===== src/rtl/countdown_timer.sv =====
// MM:SS BCD countdown timer driven by a synchronized, edge-detected scaledclk tick.
// Optional build macro TIMER_AUTORELOAD_EN: reload from the last loaded value on expiry.
`timescale 1ns/1ps
module countdown_timer #(
    parameter int SYNC_STAGES = 2,
    parameter int TICK_DIV    = 1
) (
    input  logic       clock,
    input  logic       reset,
    input  logic       scaledclk,
    input  logic       clear,
    input  logic       load,
    input  logic       start,
    input  logic       pause,
    input  logic [7:0] min_in,
    input  logic [7:0] sec_in,
    output logic [7:0] min_bcd,
    output logic [7:0] sec_bcd,
    output logic       running,
    output logic       done,
    output logic       done_pulse
);

    localparam int            PW        = (TICK_DIV > 1) ? $clog2(TICK_DIV) : 1;
    localparam logic [PW-1:0] PRESC_MAX = PW'(TICK_DIV - 1);

    localparam logic [1:0] S_IDLE  = 2'd0;
    localparam logic [1:0] S_RUN   = 2'd1;
    localparam logic [1:0] S_PAUSE = 2'd2;
    localparam logic [1:0] S_DONE  = 2'd3;

    logic [SYNC_STAGES-1:0] sync_q;
    logic                   hist_q;
    logic                   tick;

    logic [1:0]    state_q, state_d;
    logic [15:0]   cnt_q, cnt_d;
    logic [PW-1:0] presc_q, presc_d;
    logic          pulse_q, pulse_d;
    logic [15:0]   dec_val;
    logic [15:0]   load_val;
`ifdef TIMER_AUTORELOAD_EN
    logic [15:0]   shadow_q, shadow_d;
`endif

    function automatic logic [3:0] clamp_digit(input logic [3:0] d, input logic [3:0] max);
        return (d > max) ? max : d;
    endfunction

    function automatic logic [15:0] bcd_clamp(input logic [7:0] m, input logic [7:0] s);
        return {clamp_digit(m[7:4], 4'd9), clamp_digit(m[3:0], 4'd9),
                clamp_digit(s[7:4], 4'd5), clamp_digit(s[3:0], 4'd9)};
    endfunction

    // Borrow ripples sec ones -> sec tens -> min ones -> min tens; 00:00 is a floor.
    function automatic logic [15:0] bcd_dec(input logic [15:0] v);
        logic [3:0] mt, mo, st, so;
        {mt, mo, st, so} = v;
        if (v != 16'h0000) begin
            if (so != 4'd0) begin
                so = so - 4'd1;
            end else begin
                so = 4'd9;
                if (st != 4'd0) begin
                    st = st - 4'd1;
                end else begin
                    st = 4'd5;
                    if (mo != 4'd0) begin
                        mo = mo - 4'd1;
                    end else begin
                        mo = 4'd9;
                        mt = mt - 4'd1;
                    end
                end
            end
        end
        return {mt, mo, st, so};
    endfunction

    // scaledclk is data: synchronize, then one tick per rising edge.
    always_ff @(posedge clock or posedge reset) begin
        if (reset) begin
            sync_q <= '0;
            hist_q <= 1'b0;
        end else begin
            sync_q <= {sync_q[SYNC_STAGES-2:0], scaledclk};
            hist_q <= sync_q[SYNC_STAGES-1];
        end
    end

    assign tick     = sync_q[SYNC_STAGES-1] & ~hist_q;
    assign dec_val  = bcd_dec(cnt_q);
    assign load_val = bcd_clamp(min_in, sec_in);

    always_comb begin
        state_d = state_q;
        cnt_d   = cnt_q;
        presc_d = presc_q;
        pulse_d = 1'b0;
`ifdef TIMER_AUTORELOAD_EN
        shadow_d = shadow_q;
`endif
        if (clear) begin
            state_d = S_IDLE;
            cnt_d   = 16'h0000;
            presc_d = '0;
`ifdef TIMER_AUTORELOAD_EN
            shadow_d = 16'h0000;
`endif
        end else if (load && (state_q != S_RUN)) begin
            state_d = S_IDLE;
            cnt_d   = load_val;
`ifdef TIMER_AUTORELOAD_EN
            shadow_d = load_val;
`endif
        end else if (pause && (state_q == S_RUN)) begin
            state_d = S_PAUSE;
        end else if (start && ((state_q == S_IDLE) || (state_q == S_PAUSE) ||
                               ((state_q == S_DONE) && (cnt_q != 16'h0000)))) begin
            state_d = S_RUN;
            if (state_q != S_PAUSE) begin
                presc_d = '0;
            end
        end else if (state_q == S_RUN) begin
            // Reaching zero, or starting from zero, expires on this cycle.
            if ((cnt_q == 16'h0000) ||
                (tick && (presc_q == PRESC_MAX) && (dec_val == 16'h0000))) begin
                pulse_d = 1'b1;
                presc_d = '0;
`ifdef TIMER_AUTORELOAD_EN
                cnt_d   = shadow_q;
`else
                cnt_d   = 16'h0000;
                state_d = S_DONE;
`endif
            end else if (tick) begin
                if (presc_q == PRESC_MAX) begin
                    presc_d = '0;
                    cnt_d   = dec_val;
                end else begin
                    presc_d = presc_q + PW'(1);
                end
            end
        end
    end

    always_ff @(posedge clock or posedge reset) begin
        if (reset) begin
            state_q <= S_IDLE;
            cnt_q   <= 16'h0000;
            presc_q <= '0;
            pulse_q <= 1'b0;
        end else begin
            state_q <= state_d;
            cnt_q   <= cnt_d;
            presc_q <= presc_d;
            pulse_q <= pulse_d;
        end
    end

`ifdef TIMER_AUTORELOAD_EN
    always_ff @(posedge clock or posedge reset) begin
        if (reset) begin
            shadow_q <= 16'h0000;
        end else begin
            shadow_q <= shadow_d;
        end
    end
`endif

    assign min_bcd    = cnt_q[15:8];
    assign sec_bcd    = cnt_q[7:0];
    assign running    = (state_q == S_RUN);
    assign done       = (state_q == S_DONE);
    assign done_pulse = pulse_q;

endmodule


===== config.mk =====
export PLATFORM = sky130hd
export DESIGN_NAME = countdown_timer
export DESIGN_NICKNAME = d
export VERILOG_FILES = /design/src/rtl/countdown_timer.sv
export SDC_FILE = /design/constraint.sdc
export NUM_CORES = 1
export LEC_CHECK = 0
export BUFFER_PORTS_ARGS = -buffer_cell sky130_fd_sc_hd__buf_2
export CAP_MARGIN = 0
export CORE_UTILIZATION = 51
export CTS_CLUSTER_DIAMETER = 80
export DETAILED_ROUTE_END_ITERATION = 7
export PLACE_DENSITY = 0.77
export SYNTH_ARGS = -nofsm -noshare
export SYNTH_HDL_FRONTEND = slang
export SYNTH_SLANG_ARGS = --single-unit

===== constraint.sdc =====
create_clock -name clock -period 2.8 [get_ports clock]
set_input_delay 0.28 -clock clock [delete_from_list [all_inputs] [get_ports clock]]
set_output_delay 0.28 -clock clock [all_outputs]
set_load 0.005 [all_outputs]

# Yosys cells after proc, flatten, opt, wreduce, memory -nomap -nowiden
# Cells that the tools add are included.
# totals
ff_bits	23
input_bits	23
output_inout_bits	19
word_cells	100
# classes
n_addsub	5
magnitude_cmp	4
n_eq_ne	11
mux	46
n_bitwise	3
n_reduce_logical	25
# ops
operator	n
2-to-1 mux 16 bit	8
2-to-1 mux 4 bit	17
zero test 16 bit	2
nonzero test 4 bit	5
nonzero test 16 bit	1
subtractor 4 x 1 -> 4 bit, second input constant	4
2-to-1 mux 1 bit	15
greater-than comparator 4 bit, second input constant	3
2-to-1 mux 2 bit	6
AND reduction 5 bit	2
nonzero test 5 bit	2
logical AND 1 bit	6
inequality test 2 bit, second input constant	3
inequality test 3 bit, second input constant	2
nonzero test 3 bit	2
equality test 2 bit, second input constant	2
greater-than comparator 4 x 3 -> 1 bit, second input constant	1
inequality test 4 x 2 -> 1 bit, second input constant	1
logical OR 1 bit	3
inequality test 3 x 2 -> 1 bit, second input constant	1
equality test 2 x 1 -> 1 bit, second input constant	1
zero test 2 bit	1
inequality test 2 x 1 -> 1 bit, second input constant	1
inverter 1 bit	2
3 further kinds	3

# Logic depth before layout (Yosys ltp)
# Gate-level depths: netlist (run 1).
# logic_depth
depth_word	14
ltp_mapped	8
ltp_nobuf	7

# Least setup slack after synthesis (run 1)
# OpenSTA, ideal clock, no wires.
# synth_timing
path_type	register to register
startpoint	reg cnt_q[13]
endpoint	reg cnt_q[6]
setup_time_ns	0.099
arrival_ns	2.193
required_ns	2.701
path_slack_ns	0.507
stages_incl_launch_ff	8
path_buffers	0
synth_period_minus_slack_ns	2.293
path_cell_list	dfrtp_1 > inv_1 > ha_1 > nor3b_1 > nand4_1 > a21o_1 > or4_1 > a311oi_1
# synth_via
elab_chain_len	14
elab_cells_between_ends	28
cone_classes	add/sub (1); eq/ne (2); mux (15); reduce/logical (10)
# synth_rtl
element	line_no	rtl
from (decl)	37	logic [15:0] cnt_q, cnt_d;
from (signal assigned)	155	cnt_q <= cnt_d;
subtractor 4 x 1 -> 4 bit	72	mt = mt - 4'd1;
2-to-1 mux 4 bit	68	if (mo != 4'd0) begin
2-to-1 mux 4 bit	64	if (st != 4'd0) begin
2-to-1 mux 4 bit	60	if (so != 4'd0) begin
2-to-1 mux 4 bit	59	if (v != 16'h0000) begin
zero test 16 bit	127	(tick && (presc_q == PRESC_MAX) && (dec_val == 16'h0000))) begin
logical AND 1 bit	127	
logical OR 1 bit	126	if ((cnt_q == 16'h0000) ||
2-to-1 mux 16 bit	126	
2-to-1 mux 16 bit	124	end else if (state_q == S_RUN) begin
2-to-1 mux 16 bit	118	end else if (start && ((state_q == S_IDLE) || (state_q == S_PAUSE) ||
2-to-1 mux 16 bit	116	end else if (pause && (state_q == S_RUN)) begin
2-to-1 mux 16 bit	110	end else if (load && (state_q != S_RUN)) begin
2-to-1 mux 16 bit	103	if (clear) begin
# Several ways; a longest one is shown, not always the timed one. The select of a mux whose other input is x is not followed.
# A chain may end at the register's enable or synchronous reset.

# Final worst setup path (run 1)
# layout_timing
startpoint	reg cnt_q[4]
endpoint	reg cnt_q[6]
# layout_via
elab_chain_len	13
elab_cells_between_ends	32
cone_classes	add/sub (1); eq/ne (2); mux (18); reduce/logical (11)
# layout_rtl
element	line_no
subtractor 4 x 1 -> 4 bit / nonzero test 4 bit (equally long branches)	65, 64
2-to-1 mux 4 bit	64
2-to-1 mux 4 bit	60
2-to-1 mux 4 bit	59
zero test 16 bit	127
logical AND 1 bit	127
logical OR 1 bit	126
2-to-1 mux 16 bit	126
2-to-1 mux 16 bit	124
2-to-1 mux 16 bit	118
2-to-1 mux 16 bit	116
2-to-1 mux 16 bit	110
2-to-1 mux 16 bit	103
# Several ways; a longest one is shown, not always the timed one. The select of a mux whose other input is x is not followed.

==> flow_summary_export.csv, run 1 <==
group,metric,value,unit
synth,ys_ff_latch,22,
synth,syn_area_per_cell,8.91,um2
timing,finalSetupViolations,0,
run,maxCapViolations,0,
floorplanning,die_y,55.2,um
cts,cts_buffer_depth,2,
synth,async_flop_share,100,%
synth,synth_edf_count,0,
finish,nNetsFinal,228,
cts,cts_hold_buf,0,
worst_setup_path,r2r_start,"cnt_q[4]",
synth,synthFlopType,"dfrtp_1",
drt,via_per_inst,6.39,
grt,grt_overflow_total,0,
finish,diodes,0,
timing,period_share,93.6,%
worst_setup_path,reg2reg_slack,0.18,ns
cts,clkSlewWorstSetupHoldPaths,0.12,ns
drt,drt_first_pass_iters,4,
worst_setup_path,arrival,2.83,ns
synth,synth_common_cells,"22 x dfrtp_1, 14 x nor2_1, 8 x a211oi_1, 8 x a21oi_1, 8 x or4_1",
synth,yosys.area.top_type,"dfrtp_1",
pwr,power_density,410,nW/um2
cts,cts_tree,"done",
timing,final-hold-violation-count,0,
grt,grt_pass1_vias,1312,
worst_setup_path,r2r_cells,5,
drt,routed_wl,3770,um
grt,grt_usage,27.6,%
synth,yosysWarnings,0,
drt,ant_nets,0,
floorplanning,die_w,55.2,um
drt,vias,1475,
synth,synth_top_cell_area_share,38.2,%
placement,hpwlAfterDp,2680,um
grt,grt_max_degree,23,
drt,wl_per_cell,16.3,um
outcome,status,"finished clean",
synth,syn_inst,162,
worst_setup_path,cp-end-kind,"register",
floorplanning,coreArea,2570,um2
drt,drtIter0Drc,55,
finish,area_growth,17.7,%
timing,fin_ws,0.179,ns
timing,final.min_clock_period,2.62,ns
synth,synth_cell_types,45,
timing,final_max_slew_viol_count,0,
cts,htree_levels,1,
pwr,total_power,697,uW
cts,cts_inserted_buffers,3,
worst_setup_path,crit_required,3.01,ns
finish,fin_util,66.1,%
worst_setup_path,crit_type,"reg2reg",
placement,gp_routability_congestion,0.844,
worst_setup_path,start_kind,"register",
cts,cts-root-buf,"clkbuf_4",
grt,antenna_found_initial,0,
worst_setup_path,crit_fanout,18,
worst_hold_path,hold_path_end,"sync_q[0]",
placement,io_buffers,41,
timing,rsz0062_at_grt,"no",
floorplanning,die_area,3050,um2
worst_hold_path,min_delay_path_depth,1,
synth,syn_area,1440,um2
floorplanning,initial_utilization,56.2,%
synth,yosysSeqAreaShare,38.2,%
pwr,ir_drop,366,uV
synth,synth_area_leaders,"dfrtp_1 38%, mux2i_1 4.2%, a211oi_1 4.2%",
timing,max_freq,382,MHz
worst_setup_path,reg2reg_to,"cnt_q[6]",
timing,timing.hold.ws,0.0652,ns
synth,synth_nets,187,
worst_hold_path,hold_class,"in2reg",
placement,place_ws,0.215,ns
timing,max_slew.worst_pin.slew,0.856,ns
timing,maxSlewHeadroom,42.9,%
worst_hold_path,holdCritStartpoint,"scaledclk",
finish,drive_gt1_share,24.9,%
finish,n_fill_cell,234,
pwr,power.leakage,0.759,nW
synth,synth_most_common_cell,"dfrtp_1",
cts,clk_latency,0.31,ns
cts,cts_num_sinks,22,
floorplanning,io_pins,42,
cts,cts_setup_buffers,0,
timing,skew,0.00573,ns
grt,grt_pass1_wl,5910,um
floorplanning,rows,18,
drt,post-route-drc-count,0,
cts,cts_resized,0,
timing,setup_tns,0,ns
## worst max path at each step
| stage | startpoint | end | slack [ns] | cells after the start |
|---|---|---|---|---|
| final | cnt_q[4] | cnt_q[6] | 0.18 | 5 |
| after global routing | cnt_q[13] | cnt_q[6] | 0.02 | 7 |
| after CTS | cnt_q[0] | cnt_q[6] | 0.19 | 5 |
| after detailed placement | cnt_q[0] | cnt_q[6] | 0.22 | 5 |
| after global placement | cnt_q[0] | cnt_q[6] | 0.45 | 5 |
| after floorplan | cnt_q[13] | cnt_q[6] | 0.51 | 7 |
## through the flow
stage,cell area [um2],cells
final,1700,231
after global routing,1700,231
after CTS,1700,231
after detailed placement,1680,228
after global placement,1680,228
after floorplan,1440,162
## per-layer routing
metal	vias up	GRT usage [%]	routed length, um
met5	-	0	0
met4	0	12.5	67
met3	8	3.83	212
met2	58	45.2	1820
met1	694	36.0	1660
li1	715	-	-
## worst max-delay path, stage by stage (launching register included)
cell and delay (ns):
dfrtp_1 0.47, nor4_1 0.49, nand4_1 0.27, a21o_1 0.40, or4_1 0.57, a311oi_1 0.32
## cells by family after synthesis
group                    synth area share [%]
XOR/XNOR                                0.607
multiplexers                             4.16
flip-flops                               38.2
AND/OR/NAND/NOR                          29.2
buffers and inverters                    4.34
AO/OA/AOI/OAI                            21.8
adder cells (fa/ha/maj)                  1.73
## placed cells by master (no fill, tap or decap), types with 3 or more instances in the layout
cell / netlist / layout
nor3b_1: 4 / 4
or4_1: 8 / 8
a211oi_1: 8 / 8
a21oi_1: 8 / 8
o31ai_1: 5 / 5
clkbuf_4: 0 / 3
nand2b_1: 3 / 3
a311oi_1: 5 / 5
o21ai_0: 5 / 5
nor3_1: 7 / 7
buf_2: 2 / 41
buf_4: 0 / 3
or3_1: 4 / 4
nand2_1: 6 / 6
nor4_1: 7 / 7
inv_1: 7 / 7
nor2_1: 14 / 14
dfrtp_1: 22 / 22
mux2i_1: 6 / 6
nand4_1: 3 / 3
## final cells by class
| class | instances | area [um2] | area share, % |
|---|---|---|---|
| Multi-Input combinational cell | 124 | 830 | 48.9 |
| Inverter | 8 | 30.0 | 1.77 |
| Clock buffer | 3 | 22.5 | 1.33 |
| Timing Repair Buffer | 44 | 228 | 13.4 |
| Tap cell | 30 | 37.5 | 2.21 |
| Sequential cell | 22 | 551 | 32.4 |
## sequential cells by signal (all words and copies together) (netlist names)
register / cells
sync_q: 2
done_pulse: 1
state_q: 2
hist_q: 1
cnt_q: 16
## where the power goes
part	switching, mW	leakage [nW]	total (mW)	internal (mW)
logic	0.104	0.457	0.183	0.0793
registers	0.0315	0.288	0.367	0.336
clock network	0.0961	0.0138	0.146	0.0502
(Power assumes the default switching activity.)
==> run 2: changes to the inputs <==
- CTS_CLUSTER_SIZE: default -> 16
- MAX_ROUTING_LAYER: default -> met4
==> run 2 against run 1 <==
  * Clock skew fell by 0.0024 ns
  * Non-clock buffer count is the same
  * Clock power about the same
  * Cell area is the same
  * Die area unchanged
  * Register-to-register slack got worse by 0.02 ns
  * Maximum frequency is 0.77% lower
==> flow_summary_export.csv, run 2 (synthesized netlist as in run 1, its figures left out) <==
group,metric,value,unit
timing,maxSlewHeadroom,43.8,%
floorplanning,rows,18,
timing,final_max_slew_viol_count,0,
finish,fin_util,66.1,%
drt,wl_per_cell,16.2,um
cts,htree_levels,1,
finish,reg_top3,"cnt_q x16, state_q x2, sync_q x2",
timing,fin_ws,0.159,ns
cts,cts_tree,"done",
grt,grt_usage,28.4,%
worst_setup_path,arrival,2.85,ns
run,maxCapViolations,0,
worst_setup_path,reg2reg_slack,0.16,ns
finish,area_growth,17.7,%
placement,hpwlAfterDp,2680,um
timing,setup_tns,0,ns
finish,layout_commonest_cell,"buf_2",
pwr,total_power,698,uW
finish,top_register,"cnt_q",
floorplanning,coreArea,2570,um2
floorplanning,die_w,55.2,um
grt,grt_max_degree,23,
cts,cts-root-buf,"clkbuf_4",
cts,cts_setup_buffers,0,
outcome,status,"finished clean",
finish,diodes,0,
timing,timing.hold.ws,0.0655,ns
cts,cts_buffer_depth,2,
cts,clk_latency,0.31,ns
worst_setup_path,start_kind,"register",
cts,cts_inserted_buffers,3,
timing,finalSetupViolations,0,
timing,max_freq,379,MHz
worst_setup_path,crit_type,"reg2reg",
placement,gp_routability_congestion,0.857,
cts,cts_hold_buf,0,
grt,antenna_found_initial,0,
finish,nNetsFinal,228,
placement,io_buffers,41,
grt,grt_pass1_wl,5910,um
worst_setup_path,crit_required,3.01,ns
floorplanning,initial_utilization,56.2,%
drt,ant_nets,0,
finish,drive_gt1_share,24.9,%
pwr,power_density,411,nW/um2
timing,skew,0.00334,ns
worst_setup_path,crit_fanout,18,
timing,max_slew.worst_pin.slew,0.842,ns
timing,rsz0062_at_grt,"no",
pwr,power.leakage,0.759,nW
worst_setup_path,cp-end-kind,"register",
floorplanning,die_area,3050,um2
finish,n_fill_cell,234,
finish,multi_input_area,830,um2
floorplanning,die_y,55.2,um
drt,post-route-drc-count,0,
timing,final-hold-violation-count,0,
cts,clkSlewWorstSetupHoldPaths,0.12,ns
drt,via_per_inst,6.48,
drt,drt_first_pass_iters,4,
pwr,ir_drop,366,uV
finish,register_area,551,um2
cts,cts_num_sinks,22,
grt,grt_overflow_total,0,
drt,routed_wl,3750,um
timing,final.min_clock_period,2.64,ns
cts,cts_resized,0,
worst_hold_path,hold_class,"in2reg",
drt,drtIter0Drc,54,
placement,place_ws,0.215,ns
grt,grt_pass1_vias,1313,
finish,largest_reg_flops,16,
drt,vias,1497,
floorplanning,io_pins,42,
timing,period_share,94.3,%
finish,layout_common_cells,"41 x buf_2, 22 x dfrtp_1, 14 x nor2_1",
run 2: area by class of cell:
type,instances,share of cell area (%)
clock buffers,3,1.33
inverters,8,1.77
multi-input cells,124,48.9
flip-flops and latches,22,32.4
well taps,30,2.21
repair buffers,44,13.4
run 2: per-stage QoR:
stage	instance area, um2	cells
2_1_floorplan	1440	162
3_3_place_gp	1680	228
3_5_place_dp	1680	228
4_1_cts	1700	231
5_1_grt	1700	231
6_report	1700	231
run 2: worst max-delay path, cell delays in order, from the launching register on:
cell and delay [ns]:
dfrtp_1 0.48, nor4_1 0.48, nand4_1 0.29, a21o_1 0.40
or4_1 0.58, a311oi_1 0.32
run 2: worst paths after layout:
path / cells past startpoint / end / from
max: 5 / cnt_q[6] / cnt_q[0]
min: 1 / sync_q[0] / scaledclk
max reg2reg: 5 / cnt_q[6] / cnt_q[0]
min reg2reg: 0 / sync_q[1] / sync_q[0]
max in group asynchronous: 2 / cnt_q[2] / reset
min in group asynchronous: 2 / cnt_q[10] / reset
run 2: report_power, final:
group | internal, mW | total (mW) | switching (mW)
Sequential | 0.336 | 0.367 | 0.0314
Combinational | 0.0793 | 0.183 | 0.104
Clock | 0.0503 | 0.147 | 0.0970
run 2: routing by layer:
layer  vias to the layer above  wire, um  share of wire, %  global-route usage (%)
li1                        715         -                 -                       -
met1                       722      1690                45                    36.0
met2                        56      1840                49                    45.2
met3                         4       189               5.0                    3.83
met4                         0        36              0.96                    12.5
met5                         -         0                 0                       -
==> run 3: changes to the inputs <==
==> constraint.sdc (replaced) <==
create_clock -name clock -period 2.8 [get_ports clock]
set_input_delay 0.14 -clock clock [delete_from_list [all_inputs] [get_ports clock]]
set_output_delay 0.14 -clock clock [all_outputs]
set_load 0.005 [all_outputs]
==> run 3 against run 2 <==
  * Clock-buffer cell count stayed put
  * Clock skew is 0.00051 ns lower
  * Flip-flop and latch count stayed put
  * Largest cell class unchanged
  * Power is 0.47% higher
  * Via count is 0.33% higher
  * Maximum frequency is 0.34% lower
  * Routed wire length is 1.1% higher
  * Critical path depth stayed put
  * Sequential power hardly changed
  * Setup slack worse by 0.0091 ns
  * Cell area is 1.2% higher
==> flow_summary_export.csv, run 3 (synthesized netlist as in run 1, its figures left out) <==
group,metric,value,unit
placement,io_buffers,41,
worst_hold_path,min_delay_path_depth,3,
worst_setup_path,crit_cells,5,
floorplanning,initial_utilization,56.2,%
floorplanning,die_area,3050,um2
cts,clkSlewWorstSetupHoldPaths,0.12,ns
drt,ant_nets,0,
timing,finalSetupViolations,0,
worst_setup_path,cp_slowest_cell,"or4_1",
timing,setup_tns,0,ns
outcome,status,"finished clean",
worst_setup_path,reg2reg_to,"cnt_q[6]",
worst_setup_path,cp-end-kind,"register",
finish,diodes,0,
drt,via_per_inst,6.45,
cts,cts_resized,0,
floorplanning,io_pins,42,
grt,grt_overflow_total,0,
cts,cts_buffer_depth,2,
cts,htree_levels,1,
grt,antenna_found_initial,0,
drt,drtIter0Drc,54,
finish,fin_util,66.9,%
run,maxCapViolations,0,
worst_setup_path,path_buf_inv,0,
timing,timing.hold.ws,0.101,ns
worst_setup_path,crit_type,"reg2reg",
worst_hold_path,hold_class,"in2reg",
placement,dp.cells,228,
timing,final.min_clock_period,2.65,ns
timing,period_share,94.7,%
cts,cts_num_sinks,22,
floorplanning,die_y,55.2,um
timing,final_max_slew_viol_count,0,
finish,area_growth,19.1,%
worst_setup_path,crit_required,3.01,ns
worst_setup_path,start_kind,"register",
worst_setup_path,cp_cell_sequence,"nor4_1 > nand4_1 > a21o_1 > or4_1 > a311oi_1",
finish,drive_gt1_share,24.6,%
worst_setup_path,cp_top_family,"simple AND/OR/NAND/NOR gates",
timing,fin_ws,0.149,ns
placement,gp_routability_congestion,0.857,
drt,wl_per_cell,16.3,um
worst_setup_path,r2r_cells,5,
cts,cts-root-buf,"clkbuf_4",
worst_setup_path,max_stage_delay,0.58,ns
cts,cts_setup_buffers,0,
floorplanning,rows,18,
finish,top_register,"cnt_q",
pwr,power.leakage,0.767,nW
grt,grt_usage,28.4,%
grt,grt_max_degree,23,
worst_setup_path,arrival,2.86,ns
grt,grt_pass1_vias,1313,
drt,post-route-drc-count,0,
cts,clk_latency,0.31,ns
finish,nNetsFinal,230,
placement,hpwlAfterDp,2680,um
placement,place_ws,0.215,ns
finish,n_fill_cell,232,
timing,max_freq,377,MHz
worst_setup_path,reg2reg_slack,0.15,ns
grt,grt_pass1_wl,5910,um
finish,largest_reg_flops,16,
drt,routed_wl,3790,um
timing,skew,0.00283,ns
cts,cts_tree,"done",
timing,final-hold-violation-count,0,
floorplanning,coreArea,2570,um2
floorplanning,die_w,55.2,um
worst_hold_path,holdCritStartpoint,"sec_in[0]",
worst_setup_path,crit_fanout,18,
finish,reg_top3,"cnt_q x16, state_q x2, sync_q x2",
pwr,ir_drop,367,uV
drt,drt_first_pass_iters,4,
drt,vias,1502,
cts,cts_inserted_buffers,3,
worst_setup_path,r2r_start,"cnt_q[0]",
finish,layout_commonest_cell,"buf_2",
cts,cts_hold_buf,2,
timing,maxSlewHeadroom,43.7,%
finish,layout.cells.non_filler,233,
worst_hold_path,hold_path_end,"cnt_q[0]",
finish,layout_common_cells,"41 x buf_2, 22 x dfrtp_1, 14 x nor2_1",
pwr,power_density,408,nW/um2
timing,max_slew.worst_pin.slew,0.844,ns
timing,rsz0062_at_grt,"no",
[run 3: changes by cell type in the layout (fill, tap and decap cells not counted), sizes merged]
| cell | change |
|---|---|
| dlygate4sd3 | +2 |
[run 3: metal layers]
layer	vias up	global-route usage, %	routed length (um)
li1	721	-	-
met1	725	36.0	1720
met2	52	45.2	1860
met3	4	3.83	179
met4	0	12.5	36
met5	-	-	0
[run 3: where the power goes]
part	switching (mW)	total [mW]	internal [mW]
sequential	0.0315	0.367	0.336
clock	0.0976	0.148	0.0503
combinational	0.105	0.186	0.0811
total	0.234	0.701	0.467
[run 3: how the worst max path moves through the flow]
stage / start / to / slack (ns)
after floorplan: cnt_q[13] / cnt_q[6] / 0.51
after global placement: cnt_q[0] / cnt_q[6] / 0.45
after detailed placement: cnt_q[0] / cnt_q[6] / 0.22
after CTS: cnt_q[0] / cnt_q[6] / 0.19
after global routing: cnt_q[13] / cnt_q[6] / 0.02
final: cnt_q[0] / cnt_q[6] / 0.15
[run 3: area by class of cell]
class                   instances  area [um2]  area share, %
flip-flops and latches         22         551           32.0
inverters                       8        30.0           1.75
multi-input cells             124         830           48.3
well taps                      30        37.5           2.18
repair buffers                 46         248           14.4
clock buffers                   3        22.5           1.31
[run 3: worst min-delay path: stages]
cell	delay, ns
buf_2	0.10
nor2_1	0.09
nor3_1	0.05
[run 3: stage by stage]
| step | power (mW) | instance area (um2) |
|---|---|---|
| detailed placement | 0.553 | 1680 |
| floorplan | 0.483 | 1440 |
| global route | 0.737 | 1720 |
| CTS | 0.701 | 1720 |
| global placement | 0.547 | 1680 |
| finish | 0.701 | 1720 |
